[src/rtl/riscv_muldiv_iter.sv]
// Iterative RV32M multiply/divide unit: radix-2 shift-add multiply, restoring divide.
// Define MULDIV_DIV_EN to build the divide datapath; otherwise divide ops return err.
module riscv_muldiv_iter #(
  parameter int XLEN = 32
) (
  input  logic            clk,
  input  logic            rst_n,
  input  logic            in_valid,
  output logic            in_ready,
  input  logic [2:0]      op,
  input  logic [XLEN-1:0] a,
  input  logic [XLEN-1:0] b,
  input  logic            flush,
  output logic            out_valid,
  input  logic            out_ready,
  output logic [XLEN-1:0] result,
  output logic            err,
  output logic            busy
);

  localparam int CW = $clog2(XLEN + 1);
  localparam logic [CW-1:0] LAST = CW'(XLEN);

  typedef enum logic [1:0] {IDLE, BUSY, DONE} state_e;

  state_e              state_q;
  logic [CW-1:0]       cnt_q;
  logic [XLEN-1:0]     result_q;
  logic                err_q;
  logic                spec_q;
  logic [2:0]          op_q;
  logic [2*XLEN-1:0]   acc_q;
  logic [XLEN-1:0]     opb_q;
  logic                neg_q;

  logic                accept;
  logic                a_sgn, b_sgn, a_neg, b_neg;
  logic [XLEN-1:0]     a_mag, b_mag;
  logic                spec_d;
  logic [XLEN-1:0]     spec_res_d;
  logic                spec_err_d;
  logic [2*XLEN-1:0]   acc_d;
  logic [XLEN-1:0]     result_d;

  function automatic logic [2*XLEN-1:0] mul_step(input logic [2*XLEN-1:0] acc,
                                                 input logic [XLEN-1:0]   mc);
    logic [XLEN:0] sum;
    sum = {1'b0, acc[2*XLEN-1:XLEN]} + (acc[0] ? {1'b0, mc} : '0);
    return {sum, acc[XLEN-1:1]};
  endfunction

  assign accept    = (state_q == IDLE) && in_valid && !flush;
  assign in_ready  = (state_q == IDLE);
  assign busy      = (state_q == BUSY);
  assign out_valid = (state_q == DONE);
  assign result    = result_q;
  assign err       = err_q;

  // DIV/REM and MULH/MULHSU treat rs1 as signed; only DIV/REM and MULH treat rs2 as signed
  assign a_sgn = op[2] ? !op[0] : (op[1:0] == 2'b01) || (op[1:0] == 2'b10);
  assign b_sgn = op[2] ? !op[0] : (op[1:0] == 2'b01);
  assign a_neg = a_sgn && a[XLEN-1];
  assign b_neg = b_sgn && b[XLEN-1];
  assign a_mag = a_neg ? -a : a;
  assign b_mag = b_neg ? -b : b;

`ifdef MULDIV_DIV_EN
  localparam logic [XLEN-1:0] SMIN = {1'b1, {(XLEN-1){1'b0}}};

  logic neg_rem_q;
  logic b_zero, ovf;

  function automatic logic [2*XLEN-1:0] div_step(input logic [2*XLEN-1:0] acc,
                                                 input logic [XLEN-1:0]   dv);
    logic [XLEN:0] sh;
    logic [XLEN:0] diff;
    sh   = {acc[2*XLEN-1:XLEN], acc[XLEN-1]};
    diff = sh - {1'b0, dv};
    if (!diff[XLEN]) return {diff[XLEN-1:0], acc[XLEN-2:0], 1'b1};
    return {sh[XLEN-1:0], acc[XLEN-2:0], 1'b0};
  endfunction

  assign b_zero     = (b == '0);
  assign ovf        = (a == SMIN) && (b == '1) && !op[0];
  assign spec_d     = op[2] && (b_zero || ovf);
  assign spec_res_d = b_zero ? (op[1] ? a : '1) : (op[1] ? '0 : a);
  assign spec_err_d = 1'b0;
  assign acc_d      = op_q[2] ? div_step(acc_q, opb_q) : mul_step(acc_q, opb_q);

  always_comb begin
    logic [2*XLEN-1:0] p;
    logic [XLEN-1:0]   q, r;
    p = neg_q ? -acc_q : acc_q;
    q = acc_q[XLEN-1:0];
    r = acc_q[2*XLEN-1:XLEN];
    result_d = '0;
    if (op_q[2])
      result_d = op_q[1] ? (neg_rem_q ? -r : r) : (neg_q ? -q : q);
    else
      result_d = (op_q[1:0] == 2'b00) ? p[XLEN-1:0] : p[2*XLEN-1:XLEN];
  end

  always_ff @(posedge clk) begin
    if (accept) neg_rem_q <= a_neg;
  end
`else
  assign spec_d     = op[2];
  assign spec_res_d = '1;
  assign spec_err_d = 1'b1;
  assign acc_d      = mul_step(acc_q, opb_q);

  always_comb begin
    logic [2*XLEN-1:0] p;
    p = neg_q ? -acc_q : acc_q;
    result_d = (op_q[1:0] == 2'b00) ? p[XLEN-1:0] : p[2*XLEN-1:XLEN];
  end
`endif

  // Operand/accumulator datapath: low half starts as multiplier or dividend, high half as 0
  always_ff @(posedge clk) begin
    if (accept) begin
      op_q  <= op;
      acc_q <= {{XLEN{1'b0}}, a_mag};
      opb_q <= b_mag;
      neg_q <= a_neg ^ b_neg;
    end else if (state_q == BUSY && !spec_q && cnt_q != LAST) begin
      acc_q <= acc_d;
    end
  end

  // Control FSM; special cases (div by zero, overflow, disabled divide) skip iteration
  always_ff @(posedge clk or negedge rst_n) begin
    if (!rst_n) begin
      state_q  <= IDLE;
      cnt_q    <= '0;
      result_q <= '0;
      err_q    <= 1'b0;
      spec_q   <= 1'b0;
    end else if (flush) begin
      state_q <= IDLE;
    end else begin
      case (state_q)
        IDLE: begin
          if (in_valid) begin
            state_q <= BUSY;
            cnt_q   <= '0;
            spec_q  <= spec_d;
            if (spec_d) begin
              result_q <= spec_res_d;
              err_q    <= spec_err_d;
            end
          end
        end
        BUSY: begin
          if (spec_q) begin
            state_q <= DONE;
          end else if (cnt_q == LAST) begin
            result_q <= result_d;
            err_q    <= 1'b0;
            state_q  <= DONE;
          end else begin
            cnt_q <= cnt_q + CW'(1);
          end
        end
        DONE: begin
          if (out_ready) state_q <= IDLE;
        end
        default: state_q <= IDLE;
      endcase
    end
  end

endmodule

[config.mk]
export PLATFORM = sky130hd
export DESIGN_NAME = riscv_muldiv_iter
export DESIGN_NICKNAME = d
export VERILOG_FILES = /design/src/rtl/riscv_muldiv_iter.sv
export SDC_FILE = /design/constraint.sdc
export NUM_CORES = 1
export LEC_CHECK = 0
export ABC_AREA = 1
export CAP_MARGIN = 25
export CORE_MARGIN = 10
export CORE_UTILIZATION = 35
export CTS_CLUSTER_DIAMETER = 200
export DETAILED_ROUTE_END_ITERATION = 8
export SLEW_MARGIN = 20
export SYNTH_ARGS = -nofsm -noshare
export SYNTH_HDL_FRONTEND = slang
export SYNTH_SLANG_ARGS = --single-unit
[constraint.sdc]
create_clock -name clk -period 6.39 [get_ports clk]
set_input_delay 1.278 -clock clk [delete_from_list [all_inputs] [get_ports clk]]
set_output_delay 1.278 -clock clk [all_outputs]
set_load 0.01 [all_outputs]
==> metrics.md <==
| Metric | Value |
|---|---|
| Outcome | complete, no violations |
| Synth Area per Inst | 6.26 µm² |
| Layout Skew | 19.9 ps |
| Via count | 12300 |
| Worst-path clk slew | 60 ps |
| Mux cell area share after synthesis | 0% |
| Gate Count Post-Synth | 1891 |
| Worst Hold Class | register to register |
| Crit path required time | 6590 ps |
| Worst r2r path cells | 8 |
| Final Core Density | 41.7% |
| Post-synth ARST share | 29.8% |
| Routability cong. | 0.986 |
| H-Tree Level Count | 4 |
| Post-synth EDFFs | 67 |
| YS warnings | 0 |
| Critical path class | input pin to register |
| Achievable frequency | 288 MHz |
| Hold Crit Depth | 2 |
| Complex-gate fraction of the synthesized area | 11.4% |
| CP endpoint kind | register |
| Final hold vios | 0 |
| Vias in the first global route | 11800 |
| Dpl hpwl | 33800 µm |
| Postcts setup bufs | 0 |
| Synth Area in Adders | 4.19% |
| Syn Nets | 2002 |
| FF-to-FF End | acc_q[12]$_DFFE_PP_ |
| Worst-margin pin slew | 913 ps |
| Dpl cells | 2407 |
| Global-route wire length before repair | 65100 µm |
| Seq/Total Area, Yosys | 31.3% |
| Placed Area | 13300 µm² |
| Highest-count cells in the layout ignoring fill and taps | 533 x nand2_1, 282 x nor2_1, 259 x inv_1 |
| Clock Path Buffers | 2 |
| TritonCTS buffer count | 17 |
| Drt first pass iters | 7 |
| Setup crit start | op[0] |
| Final setup TNS | 0 ps |
| Hold Path Sink | result[29]$_DFFE_PN0P_ |
| Min Hold Slack | 522 ps |
| Final min period | 3470 ps |
| Vias per cell | 5.04 |
| Fraction of layout cells with a size suffix above 1 | 3.87% |
| Post-Synth XOR/XNOR Area | 4.59% |
| Final setup fails | 0 |
| Die area | 41600 µm² |
| Die Y | 204 µm |
| Gr ovfl total | 0 |
| Unique masters post-synth | 42 |
| Post-DRT Antenna Nets | 0 |
| Final Net Count | 2089 |
| Largest family of logic cells by synthesized area | simple AND/OR/NAND/NOR gates |
| Worst setup SP type | input pin |
| N_diodes | 0 |
| Core area | 33400 µm² |
| Post-Synth Simple-Gate Area | 38.1% |
| I/O Buffers | 107 |
| Leakage | 6.60 nW |
| Pin count of the biggest net entering global routing | 86 |
| Fin crit share | 54.3% |
| Final wirelength | 41700 µm |
| Initial antenna violation count | 0 |
| TritonCTS clock tree | yes |
| Row count | 67 |
| Worst rel slew slack | 39.1% |
| Synth Cell Area | 11800 µm² |
| Num ports | 108 |
| Total track usage | 20.0% |
| Finished Layout Cells | 2439 |
| CTS root buffer | clkbuf_16 |
| Flops & latches, synth | 141 |
| DRC | 0 |
| Slew Viols, Final | 0 |
| Placement Setup Slack | 2450 ps |
| # hold bufs at CTS | 0 |
| Fillers | 3650 |
| Post-CTS Resized | 0 |
| Pwr Total | 5.05 mW |
| Maximum fanout along the worst path | 19 |
| Primary FF master, synth | edfxtp_1 |
| Final WS setup | 2920 ps |
| Clock Latency Late Sink | 450 ps |
| DR iter-0 viols | 955 |
| Pwr per Cell Area | 362 nW/µm² |
| RSZ-0062 raised after global routing | false |
| Reg2reg start | cnt_q[0]$_DFFE_PN0P_ |
| Max Cap Viol | 0 |
| Worst Hold Launch | result[29]$_DFFE_PN0P_ |
| Initial Util | 35.4% |
| Layout Area Growth over Synthesis | 17.7% |
| Clk sinks | 141 |
| Arrival @ worst endpoint | 3670 ps |
| Average wire per standard cell | 17.1 µm |
| Final instance area | 13900 µm² |
| Chip width | 204 µm |
| Most common cell after layout, fill and taps aside | nand2_1 |
| Worst R2R Setup Slack | 3110 ps |
| VDD IR max | 0.230 mV |
-- worst max-delay path, cell delays in order --
cell,delay (ps)
clkdlybuf4s50_1,510
ha_1,150
o21ai_0,210
nor2_2,630
inv_1,410
a31oi_1,280
xnor2_1,140
inv_1,50
-- cell type report --
cell class / count / area (µm²) / area share, %
clock buffer: 19 / 454 / 3.26
inverter: 266 / 998 / 7.17
sequential: 141 / 3700 / 26.6
clock inverter: 13 / 176 / 1.27
multi-input combinational: 1436 / 6910 / 49.6
timing repair buffer: 116 / 1140 / 8.15
tap: 448 / 561 / 4.02
-- cells by family (layout without fill, tap and decap cells) --
family | count (synthesis) | count (layout)
adders and majority gates | 39 | 39
xor gates and xnor gates | 62 | 62
and+or+nand+nor | 1079 | 1079
AOI/OAI and AO/OA | 256 | 256
DFF | 141 | 141
buffers and inverters | 314 | 414
-- routing by layer --
metal	up-vias	part of all wire, %	global-route usage [%]
met1	5673	43	24.2
met5	-	0	0
met4	0	3.1	7.65
met3	54	4.5	3.00
met2	312	49	34.8
li1	6255	-	-
-- where the power goes --
group,internal [mW],switching (mW)
Sequential,1.25,0.352
Combinational,0.761,1.60
Clock,0.648,0.442
-- worst max path at each step --
stage                                     end  cells after the start
after global placement    opb_q[17]$_DFFE_PP_                      8
final                     opb_q[17]$_DFFE_PP_                      8
after detailed placement  opb_q[17]$_DFFE_PP_                      8
after floorplan            acc_q[0]$_DFFE_PP_                      7
after CTS                 opb_q[17]$_DFFE_PP_                      8
after global routing      opb_q[25]$_DFFE_PP_                      7
-- Yosys cell counts, types with 2 or more instances --
master / count / area share (%)
clkbuf_1: 20 / 0.63
ha_1: 38 / 4.0
o21ai_1: 7 / 0.30
nand3_1: 182 / 7.7
dfxtp_1: 32 / 5.4
buf_6: 4 / 0.38
nor2_1: 284 / 9.0
inv_2: 6 / 0.19
nor4_1: 3 / 0.16
nand2_2: 5 / 0.26
inv_1: 259 / 8.2
buf_2: 21 / 0.89
xor2_1: 51 / 3.8
nand3b_1: 6 / 0.38
nor2_2: 6 / 0.32
o21bai_1: 5 / 0.32
a21oi_1: 122 / 5.2
a31oi_1: 12 / 0.63
or2_2: 6 / 0.32
o31ai_1: 2 / 0.13
nor2_4: 3 / 0.29
buf_1: 2 / 0.063
nand4_1: 32 / 1.7
o21a_1: 2 / 0.13
o21ai_0: 101 / 4.3
nor3_1: 14 / 0.59
dfrtp_1: 42 / 8.9
nand3_2: 2 / 0.17
edfxtp_1: 67 / 17
nand2_1: 533 / 17
xnor2_1: 11 / 0.81
-- registers in the layout, indices dropped and copies added (netlist names) --
signal,flops
op_q,2
cnt_q,6
opb_q,32
acc_q,64
result,32
neg_q,1
err,1
spec_q,1
state_q,2
Note: power is estimated with default switching activity, not from simulation.
